`config.mk`:
```
export PLATFORM = sky130hd
export DESIGN_NAME = mem_port_arbiter
export DESIGN_NICKNAME = d
export VERILOG_FILES = /design/src/rtl/mem_port_arbiter.sv
export SDC_FILE = /design/constraint.sdc
export NUM_CORES = 1
export LEC_CHECK = 0
export ABC_AREA = 1
export CAP_MARGIN = 10
export CORE_MARGIN = 3
export CORE_UTILIZATION = 42
export DETAILED_ROUTE_END_ITERATION = 16
export PLACE_DENSITY = 0.87
export SETUP_SLACK_MARGIN = 0.3
export SLEW_MARGIN = 20
export SYNTH_ARGS = -nofsm -noshare
export SYNTH_HDL_FRONTEND = slang
export SYNTH_SLANG_ARGS = --single-unit
```
`constraint.sdc`:
```
create_clock -name clk -period 2.55 [get_ports clk]
set_clock_uncertainty 0.15 [all_clocks]
set_input_delay 0.255 -clock clk [delete_from_list [all_inputs] [get_ports clk]]
set_output_delay 0.255 -clock clk [all_outputs]
set_load 0.05 [all_outputs]
```
`src/rtl/mem_port_arbiter.sv`:
```
// mem_port_arbiter: round-robin two-port arbiter that sequences one single-cycle RAM access per accepted request
module mem_port_arbiter #(
    parameter int ADDR_W = 32,
    parameter int DATA_W = 32
) (
    input  logic              clk,
    input  logic              rst_n,
    input  logic              req_0,
    input  logic              we_0,
    input  logic [ADDR_W-1:0] addr_0,
    input  logic [DATA_W-1:0] wdata_0,
    output logic              gnt_0,
    output logic              rvalid_0,
    input  logic              req_1,
    input  logic              we_1,
    input  logic [ADDR_W-1:0] addr_1,
    input  logic [DATA_W-1:0] wdata_1,
    output logic              gnt_1,
    output logic              rvalid_1,
    output logic [DATA_W-1:0] rdata,
    output logic              busy,
    output logic              mem_read,
    output logic              mem_write,
    output logic [ADDR_W-1:0] mem_addr,
    output logic [DATA_W-1:0] mem_wdata,
    input  logic [DATA_W-1:0] mem_rdata
);
    typedef enum logic [1:0] {IDLE, ACCESS, RESP} state_t;
    state_t            state, state_nxt;
    logic              sel_q, we_q, last_q, win, grant;
    logic [ADDR_W-1:0] addr_q;
    logic [DATA_W-1:0] wdata_q, rdata_q;
    // On a tie the port that did not win last time takes the grant
    always_comb begin
        win       = (req_0 && req_1) ? ~last_q : req_1;
        grant     = (state == IDLE) && (req_0 || req_1);
        state_nxt = grant ? ACCESS : (state == ACCESS) ? RESP : IDLE;
    end
    always_ff @(posedge clk or negedge rst_n) begin
        if (!rst_n) begin
            state   <= IDLE;
            sel_q   <= 1'b0;
            we_q    <= 1'b0;
            addr_q  <= '0;
            wdata_q <= '0;
            rdata_q <= '0;
            last_q  <= 1'b1;
        end else begin
            state <= state_nxt;
            if (grant) begin
                sel_q   <= win;
                we_q    <= win ? we_1 : we_0;
                addr_q  <= win ? addr_1 : addr_0;
                wdata_q <= win ? wdata_1 : wdata_0;
                last_q  <= win;
            end
            if (state == ACCESS && !we_q) rdata_q <= mem_rdata;
        end
    end
    assign gnt_0     = grant & ~win;
    assign gnt_1     = grant & win;
    assign rvalid_0  = (state == RESP) & ~sel_q;
    assign rvalid_1  = (state == RESP) & sel_q;
    assign busy      = state != IDLE;
    assign mem_read  = (state == ACCESS) & ~we_q;
    assign mem_write = (state == ACCESS) & we_q;
    assign mem_addr  = addr_q;
    assign mem_wdata = wdata_q;
    assign rdata     = rdata_q;
endmodule

```
After elaboration in Yosys (flattened, before gate mapping)

Cells that the tools add are included.

Reductions and logical operators: 7
Equal/unequal tests: 2
Bitwise gates (word level): 10
Muxes and demuxes: 6

Operator list:

| cell                                                 | number |
|---|---|
| two-way mux 32 bit                                   | 2 |
| bitwise AND 1 bit                                    | 6 |
| two-way mux 2 bit                                    | 2 |
| inverter 1 bit                                       | 4 |
| logical AND 1 bit                                    | 3 |
| equality test 2 x 1 -> 1 bit (second input constant) | 1 |
| equality test 2 bit (second input constant)          | 1 |
| zero test 2 bit                                      | 1 |
| two-way mux 1 bit                                    | 2 |
| nonzero test 2 bit                                   | 1 |
| zero test 1 bit                                      | 1 |
| logical OR 1 bit                                     | 1 |

Output and inout port bits: 103
Input port bits: 166
Word-level logic and storage cells: 32
Register bits after elaboration: 101

Logic depth before layout (Yosys ltp)

Gate-level depths: netlist of run 1.

Word-level depth: 4
Depth in mapped cells: 8
Mapped depth without buffers: 6

Least setup slack after synthesis of run 1

Ideal clock, no wire load.

Kind: flip-flop to output port
From: register last_q
To: output gnt_0
Setup slack: 0.444 ns
Arrival time: 1.701 ns
Cell stages (with the launch flop): 7
Data required time: 2.145 ns
Buffers on the path: 2
Cells stage by stage: dfstp_2 nand2_1 nand2_1 buf_4 buf_2 inv_1 nor2_1

Longest elaborated chain between the ends: 4

RTL lines:

| what                   | line | source |
|---|---|---|
| start, declared        | 30   | `logic sel_q, we_q, last_q, win, grant;` |
| start signal, assigned | 55   | `last_q <= win;` |
| inverter 1 bit         | 35   | `win = (req_0 && req_1) ? ~last_q : req_1;` |
| two-way mux 1 bit      | 35   |  |
| inverter 1 bit         | 60   | `assign gnt_0 = grant & ~win;` |
| bitwise AND 1 bit      | 60   |  |
| end, declared          | 12   | `output logic gnt_0,` |

No other way between the ends.

Worst setup path after layout of run 1

From: register state[1]
To: output mem_write

Longest elaborated chain between the ends: 2

RTL lines:

| what                         | line | source |
|---|---|---|
| start, declared              | 29   | `state_t state, state_nxt;` |
| start signal, assigned       | 49   | `state <= state_nxt;` |
| equality test 2 x 1 -> 1 bit | 66   | `assign mem_write = (state == ACCESS) & we_q;` |
| bitwise AND 1 bit            | 66   |  |
| end, declared                | 23   | `output logic mem_write,` |

No other way between the ends.

==> results of run 1 <==
==> area by class of cell <==
cell class | instances | area (sq um)
Tap cell | 140 | 175
Multi-Input combinational cell | 502 | 1990
Timing Repair Buffer | 280 | 2830
Inverter | 8 | 31.3
Sequential cell | 101 | 2530
Clock buffer | 10 | 239
Fill cell | 839 | 3050
Clock inverter | 6 | 93.8
==> worst paths after layout <==
path / endpoint / slack, ps / depth (start not counted)
setup / recovery: mem_write / 350 / 2
hold / removal: rdata[23]$_DFFE_PN0P_ / 310 / 3
setup reg to reg: mem_wdata[15]$_DFFE_PN0P_ / 630 / 5
hold reg to reg: mem_addr[1]$_DFFE_PN0P_ / 330 / 2
max in group asynchronous: mem_addr[12]$_DFFE_PN0P_ / 1160 / 3
min in group asynchronous: rdata[3]$_DFFE_PN0P_ / 370 / 2
==> sequential cells by signal (all words and copies together) (netlist names) <==
| name | count |
|---|---|
| mem_addr | 32 |
| rdata | 32 |
| last_q | 1 |
| we_q | 1 |
| sel_q | 1 |
| mem_wdata | 32 |
| state | 2 |
==> power by group through the flow <==
stage                     logic [W]  registers, W  clock network [W]
after floorplan             0.00178       0.00531                  0
after global placement      0.00661       0.00279                  0
after detailed placement    0.00671       0.00281                  0
after CTS                   0.00672       0.00280            0.00153
after global routing        0.00710       0.00290            0.00159
final                       0.00667       0.00280            0.00149
==> worst min-delay path: stages <==
cell and delay [ps]:
clkdlybuf4s50_1 390, nand2_1 60, nand2_1 40
==> metal layers <==
layer  up-vias  routed length, um  GRT usage
li1       2488                  -          -
met1      2287               6070      0.293
met2       172               7620      0.400
met3        26                852     0.0512
met4         0                354     0.0753
met5         -                  0          0
==> per-stage QoR <==
stage,total power (W),cells,util
floorplan,0.00710,652,-
CTS,0.0110,1047,0.720
global placement,0.00940,1030,0.689
finish,0.0110,1047,0.721
global route,0.0116,1047,0.721
detailed placement,0.00952,1030,0.689
==> synth_stat cells <==
cell      instances  area (sq um)
inv_1             6          22.5
nor3_1            1          5.00
buf_2            26           130
nor2_1            6          22.5
nand2_1         429          1610
clkbuf_1         12          45.0
dfstp_2           1          26.3
dfrtp_1         100          2500
inv_2             2          7.51
nand3_1          65           325
o21ai_2           1          8.76
buf_4             3          22.5
==> cell families (layout without fill, tap and decap cells) <==
| family | after synthesis | after routing |
|---|---|---|
| simple gates | 501 | 501 |
| buf+inv | 49 | 304 |
| flops | 101 | 101 |
| compound gates | 1 | 1 |
==> what timing repair did <==
item                                    in CTS  in global routing
endpoints found under the setup margin       0                  4
resized for setup                            0                  4
hold endpoints to repair                    53                  0
hold buffers                                 1                  0
==> results.md, run 1 <==
- Mux contribution to synthesized area: 0
- Clock Latency Late Sink: roughly 320 ps
- Fraction of layout cells with a size suffix above 1: 0.0430
- Core area: 0.0109 sq mm
- Total CTS buffers: 9
- Largest vdd supply drop: 0.888 mV
- Crit path DAT: 1790 ps
- Post-Syn Area per Cell: about 7.3 sq um
- RSZ-0062 raised after global routing: yes
- Status: finished, final reports clean
- CTS tree: built
- Final Critical Period: 2200 ps
- Gate power share: 0.608
- Routed Antenna Nets: 0
- Critical path type: flop to output port
- Proportion of power drawn by the clock network: 0.136
- Post-synthesis xor/xnor area fraction: 0
- Largest net degree at the start of global routing: 67
- WL final: 14900 um
- First-pass DRT Iterations: 4
- Final Hold Fails: 0
- Internal: 0.00541 W
- # rows: 38
- Vias in the first global route: 4832
- Die height: 112 um
- Die W: approximately 110 um
- Worst-path maximum fanout: 4
- CP startpoint kind: flop
- R2r startpoint: state[1]$_DFF_PN0_
- Iter 0 DRT Violations: about 420
- Sequential power share: 0.256
- Clock Tree Buf Depth: 2
- Crit-path cells: nor3_1 > clkdlybuf4s50_1
- Seq/Total Area, Yosys: 0.535
- HPWL Detailed: 11000 um
- Setup WS pre-CTS: approximately 340 ps
- Worst-Margin Slew: 904 ps
- Fmax: between 400 and 500 MHz
- Setup Buffers After CTS: 0
- Max-slew headroom: 0.397
- Net Count, Synth: 818
- Sw Ratio: 0.506
- Die area: 0.0126 sq mm
- Leak: roughly 4 nW
- Yosys Warn Count: 0
- Largest delay contributor family on the critical path: buffers and inverters
- Design area: about 0.0079 sq mm
- Clock transition at the registers of the reported paths: 70 ps
- Final total negative setup slack: 0 ps
- Initial antenna violation count: 0
- Initial Util: 0.432
- Power density cells: about 1400 mW/mm^2
- #FFs+latches synth: ~100
- WL per Instance: 14.2 um
- Gpl congestion: 0.792
- PortBufs: 268
- Placed inst area: 0.00753 sq mm
- Post-synthesis cell count: 652
- Min Hold Slack: 305 ps
- DRC viols: 0
- Area delta synth->final: 66.8%
- Sw power: 0.00555 W
- Htree depth: 3
- Buf/Inv on CP: 1
- Clk sink count: 101
- Commonest cells after routing, fill and taps aside: 427 x nand2_1, 260 x clkdlybuf4s50_1, 100 x dfrtp_1
- HP Class: input port to flop
- Critical Path Sink Type: output port
- Total congestion overflow: 0
- Critical path's slowest cell: clkdlybuf4s50_1
- Critical Path Max Stage Delay: about 860 ps
- Ports: 269
- Vias/cell: 4.75
- Root Driver: clkbuf_16
- Distinct cells, synth: 12
- Global-route wire length before repair: 24000 um
- Final setup fails: 0
- Post-Synth Simple-Gate Area: 0.415
- Min setup slack post-route: between 300 and 400 ps
- Adder-Cell Fraction of Synth Area: 0
- HP Start: mem_rdata[23]
- Antenna fix cells: 0
- Worst path required time: 2140 ps
- Vias: 4973
- NumNets Final: 1068
- Largest family of logic cells by synthesized area: simple AND/OR/NAND/NOR gates
- Critical Path Source: state[1]$_DFF_PN0_
- Max-cap violations: 0
- Mapped cell area: 0.00473 sq mm
- Synth Area in Compound Gates: 0.00185
- Period Utilization, post-route: 0.862
- Overall Global Routing Usage: 0.233
- Commonest non-fill, non-tap cell in the layout: nand2_1
- Pins Over Slew Limit: 0
Power figures use the tool's default switching activity.
==> run 2: changes to the inputs <==
--- a/config.mk
+++ b/config.mk
@@ -6,7 +6,7 @@
 export NUM_CORES = 1
 export LEC_CHECK = 0
 export ABC_AREA = 1
-export CAP_MARGIN = 10
+export CORE_ASPECT_RATIO = 0.75
 export CORE_MARGIN = 3
 export CORE_UTILIZATION = 42
 export DETAILED_ROUTE_END_ITERATION = 16
==> run 2 against run 1 <==
  * Design area is 0.51% lower
  * Via count is 1.1% higher
  * Critical path depth is 3 higher
  * Register-to-register slack lost 70 ps
  * Highest routed layer unchanged
==> results.md, run 2 (same netlist as run 1, synthesis figures left out) <==
- Status: finished, final reports clean
- Worst-path maximum fanout: 42
- Die area: between 0.01 and 0.015 sq mm
- Commonest cells after routing, fill and taps aside: 427 x nand2_1, 259 x clkdlybuf4s50_1, 100 x dfrtp_1
- RSZ-0062 raised after global routing: yes
- Period Utilization, post-route: 0.872
- Clock transition at the registers of the reported paths: 70 ps
- First-pass DRT Iterations: 4
- CTS tree: built
- Critical path's slowest cell: dfrtp_1
- Final Critical Period: 2220 ps
- Root Driver: clkbuf_16
- RR Endpoint: mem_wdata[13]$_DFFE_PN0P_
- Setup WS pre-CTS: around 370 ps
- Vias/cell: 4.82
- Initial antenna violation count: 0
- CP Depth: 5
- Worst path required time: ~2100 ps
- Max-cap violations: 0
- Area delta synth->final: 65.9%
- Critical path type: flop to output port
- Max-slew headroom: 0.398
- Pins Over Slew Limit: 0
- Global-route wire length before repair: 25400 um
- WL per Instance: roughly 15 um
- Crit-path cells: nor2_1 > o21ai_4 > buf_4 > nor2_1 > buf_12
- Die height: 97.9 um
- Crit path to: gnt_0
- Antenna fix cells: 0
- Worst-Margin Slew: between 900 and 1000 ps
- Sw power: 0.00563 W
- HP Class: input port to flop
- Die W: about 130 um
- Total congestion overflow: 0
- Buf/Inv on CP: 2
- Critical Path Sink Type: output port
- Largest net degree at the start of global routing: between 60 and 70
- Core area: 0.0106 sq mm
- Total CTS buffers: 9
- Final Hold Fails: 0
- Clock Tree Buf Depth: 2
- Ports: roughly 270
- Htree depth: 3
- Multi-input logic area: 0.00198 sq mm
- Fmax: 450 MHz
- Sequential power share: 0.258
- Gate power share: 0.614
- NumNets Final: 1069
- PortBufs: 268
- Power density cells: 1390 mW/mm^2
- Clk sink count: 101
- Initial Util: 0.446
- HPWL Detailed: 11600 um
- Total power: 0.0109 W
- R2r startpoint: state[1]$_DFF_PN0_
- Fill count: 845
- Crit path DAT: 1820 ps
- Gpl congestion: between 0.8 and 0.9
- WL final: 16000 um
- Final total negative setup slack: 0 ps
- Iter 0 DRT Violations: 281
- Reg2Reg Depth: 5
- DRC viols: 0
- Sw Ratio: 0.517
- Clock Latency Late Sink: approximately 340 ps
- Fraction of layout cells with a size suffix above 1: 0.0430
- Final cell count without fillers: roughly 1000
- Vias in the first global route: 4959
- CP startpoint kind: flop
- FF+latch area: 0.00253 sq mm
- # rows: 32
- Critical Path Source: state[1]$_DFF_PN0_
- Proportion of power drawn by the clock network: 0.129
- Placed instance count: between 1000 and 1500
- Internal: 0.00527 W
- Largest vdd supply drop: 0.860 mV
- Routed Antenna Nets: 0
- Setup Buffers After CTS: 0
- Overall Global Routing Usage: 0.252
- Final setup fails: 0
- Leak: 4.03 nW
- Critical Path Max Stage Delay: 420 ps
- R2R Setup Slk: around 560 ps
- Min setup slack post-route: 326 ps
- Commonest non-fill, non-tap cell in the layout: nand2_1
- CP most frequent cell: nor2_1
- Vias: between 5000 and 6000
- Largest delay contributor family on the critical path: simple AND/OR/NAND/NOR gates
[run 2: worst min path at each step]
stage	start	to	slack, ps	cells after the start
after global routing	mem_rdata[19]	rdata[19]$_DFFE_PN0P_	300	3
final	mem_rdata[20]	rdata[20]$_DFFE_PN0P_	290	3
after floorplan	rst_n	mem_addr[0]$_DFFE_PN0P_	-190	0
after CTS	mem_rdata[20]	rdata[20]$_DFFE_PN0P_	280	3
after detailed placement	rst_n	rdata[24]$_DFFE_PN0P_	130	1
after global placement	rst_n	rdata[24]$_DFFE_PN0P_	130	1
[run 2: layer usage]
metal  vias up  track usage  part of all wire
met5         -            0                 0
met4         0       0.0734             0.023
met3        27       0.0847              0.10
met2       224        0.429              0.48
met1      2289        0.306              0.39
li1       2490            -                 -
[run 2: worst reg2reg max path: stages (launching register included)]
cell      delay [ps]
dfrtp_1          400
nor2_1           110
o21ai_4           80
clkinv_2         710
nand2_1          330
nand2_1           80
[run 2: stage by stage]
step                hold WS (ps)  utilization  cell area (sq um)
floorplan                   -191            -               4730
global route                 297        0.739               7850
CTS                          281        0.739               7840
finish                       292        0.739               7850
global placement             134        0.709               7520
detailed placement           134        0.709               7520
[run 2: what timing repair did]
item / 4_1_cts / 5_1_grt
hold buffers: 1 / 0
endpoints found under the hold margin: 40 / 0
gates resized for setup: 1 / 3
endpoints found under the setup margin: 1 / 4
[run 2: area by class of cell]
cell class                      instances  area share
Clock buffer                            9      0.0287
Clock inverter                          7      0.0104
Inverter                                8     0.00399
Multi-Input combinational cell        502       0.253
Sequential cell                       101       0.322
Tap cell                              136      0.0217
Timing Repair Buffer                  281       0.360
[run 2: power by group through the flow]
stage,Sequential [W],Clock (W),Combinational (W)
final,0.00281,0.00140,0.00669
after global routing,0.00291,0.00150,0.00711
after CTS,0.00281,0.00144,0.00674
after detailed placement,0.00281,0,0.00674
after global placement,0.00281,0,0.00661
after floorplan,0.00531,0,0.00178
==> run 3: changes to the inputs <==
--- a/config.mk
+++ b/config.mk
@@ -8,9 +8,9 @@
 export ABC_AREA = 1
 export CORE_ASPECT_RATIO = 0.75
 export CORE_MARGIN = 3
-export CORE_UTILIZATION = 42
+export CORE_UTILIZATION = 39
 export DETAILED_ROUTE_END_ITERATION = 16
-export PLACE_DENSITY = 0.87
+export PLACE_DENSITY = 0.82
 export SETUP_SLACK_MARGIN = 0.3
 export SLEW_MARGIN = 20
 export SYNTH_ARGS = -nofsm -noshare
==> constraint.sdc (replaced) <==
create_clock -name clk -period 2.4 [get_ports clk]
set_clock_uncertainty 0.15 [all_clocks]
set_input_delay 0.24 -clock clk [delete_from_list [all_inputs] [get_ports clk]]
set_output_delay 0.24 -clock clk [all_outputs]
set_load 0.05 [all_outputs]
==> run 3 against run 2 <==
  * Final cell count up 2.9%
  * Global-route usage down 1.7 points
  * Sequential share of layout area down 0.26 points
  * Clock power up 7%
  * Total power up 6.7%
  * Utilization down 6.3 points
  * Register-to-register slack better by 180 ps
  * Via count up 0.38%
  * Sequential cell count unchanged
==> results.md, run 3 (same netlist as run 1, synthesis figures left out) <==
- Initial antenna violation count: 0
- Commonest cells after routing, fill and taps aside: 427 x nand2_1, 259 x clkdlybuf4s50_1, 100 x dfrtp_1
- Vias/cell: 4.70
- WL final: 16000 um
- R2R Setup Slk: 740 ps
- DRC viols: 0
- Final total negative setup slack: 0 ps
- Worst-path maximum fanout: 4
- Clk sink count: 101
- Core area: 0.0117 sq mm
- R2r startpoint: state[1]$_DFF_PN0_
- Multi-input logic area: 0.00198 sq mm
- Max-slew headroom: 0.631
- Final setup fails: 0
- Setup Buffers After CTS: 0
- Fill count: ~1000
- Die W: 133 um
- Die height: 101 um
- Worst-Margin Slew: 552 ps
- Overall Global Routing Usage: 0.235
- First-pass DRT Iterations: 4
- Initial Util: 0.404
- Commonest non-fill, non-tap cell in the layout: nand2_1
- Area delta synth->final: 67.2%
- Final Hold Fails: 0
- WL per Instance: 14.9 um
- Pins Over Slew Limit: 0
- Proportion of power drawn by the clock network: 0.129
- Sw Ratio: 0.514
- Max-cap violations: 0
- Ports: 269
- Largest vdd supply drop: 0.781 mV
- Total congestion overflow: 0
- PortBufs: 268
- Vias: 5049
- FF+latch area: 0.00253 sq mm
- Antenna fix cells: 0
- CP startpoint kind: flop
- Die area: between 0.01 and 0.015 sq mm
- Internal: 0.00565 W
- Reg2Reg Depth: 6
- Gate power share: 0.614
- Sw power: 0.00598 W
- Status: finished, final reports clean
- Root Driver: clkbuf_16
- Clock transition at the registers of the reported paths: roughly 80 ps
- Routed Antenna Nets: 0
- Crit path DAT: 1580 ps
- Total CTS buffers: 9
- Largest net degree at the start of global routing: 53
- CTS tree: built
- Htree depth: 3
- Final Critical Period: 1970 ps
- HPWL Detailed: 11800 um
- Power density cells: 1470 mW/mm^2
- Worst path required time: between 2000 and 2500 ps
- Iter 0 DRT Violations: 207
- RR Endpoint: rdata[10]$_DFFE_PN0P_
- Clock Latency Late Sink: 340 ps
- Vias in the first global route: 4948
- Critical path type: flop to output port
- Gpl congestion: approximately 0.8
- Leak: 4.02 nW
- Global-route wire length before repair: 25500 um
- Sequential power share: 0.257
- Clock Tree Buf Depth: 2
- NumNets Final: 1073
- Fraction of layout cells with a size suffix above 1: 0.0471
- HP Class: input port to async pin
- Fmax: 508 MHz
- Period Utilization, post-route: 0.820
- RSZ-0062 raised after global routing: no
- Critical Path Sink Type: output port
- Min Hold Slack: 202 ps
- # rows: 34
-- run 3: cell types whose count changed in the layout (fill, tap and decap cells not counted), sizes merged --
| cell | change |
|---|---|
| buf | +4 |
| dlygate4sd2 | +3 |
| dlymetal6s2s | -3 |
| inv | +2 |
| clkinv | -1 |
| clkinvlp | -1 |
-- run 3: timing repair --
action	CTS	global route
resized for setup	4	0
endpoints found under the setup margin	4	0
hold buffers	1	0
hold endpoints to repair	27	0
-- run 3: per-stage QoR --
stage          instance area [sq um]  std cells  setup slack, ps  power [W]  utilization
2_1_floorplan                   4730        652              309    0.00754            -
3_3_place_gp                    7600       1057              500     0.0101        0.649
3_5_place_dp                    7600       1057              508     0.0102        0.649
4_1_cts                         7910       1074              421     0.0117        0.676
5_1_grt                         7910       1074              329     0.0123        0.676
6_report                        7910       1074              432     0.0116        0.676
-- run 3: final cells by class --
| cell class | instances | area share |
|---|---|---|
| Timing Repair Buffer | 285 | 0.361 |
| Sequential cell | 101 | 0.320 |
| Multi-Input combinational cell | 502 | 0.251 |
| Clock buffer | 9 | 0.0285 |
| Tap cell | 162 | 0.0256 |
| Clock inverter | 7 | 0.0103 |
| Inverter | 8 | 0.00380 |
-- run 3: per-layer routing --
metal | track usage | up-vias | wire length, um
met5 | 0 | - | 0
met4 | 0.0553 | 0 | 197
met3 | 0.0775 | 15 | 1400
met2 | 0.398 | 217 | 7700
met1 | 0.296 | 2312 | 6710
li1 | - | 2505 | -
-- run 3: worst max-delay path by stage --
stage                                  start         to  depth (start not counted)
final                     state[1]$_DFF_PN0_  mem_write                          2
after global routing      state[0]$_DFF_PN0_   rvalid_1                          4
after CTS                 state[1]$_DFF_PN0_  mem_write                          2
after detailed placement  state[1]$_DFF_PN0_  mem_write                          2
after global placement    state[1]$_DFF_PN0_  mem_write                          2
after floorplan           last_q$_DFFE_PN1P_      gnt_0                          6
-- run 3: power by group through the flow --
stage | logic, W | clock network, W | registers, W
final | 0.00714 | 0.00150 | 0.00299
after global routing | 0.00763 | 0.00160 | 0.00309
after CTS | 0.00720 | 0.00154 | 0.00298
after detailed placement | 0.00721 | 0 | 0.00299
after global placement | 0.00711 | 0 | 0.00298
after floorplan | 0.00190 | 0 | 0.00565
-- run 3: critical path, cell delays in order, from the launching register on --
cell and delay, ps:
dfrtp_1 410, nor3_1 220, dlygate4sd2_1 600
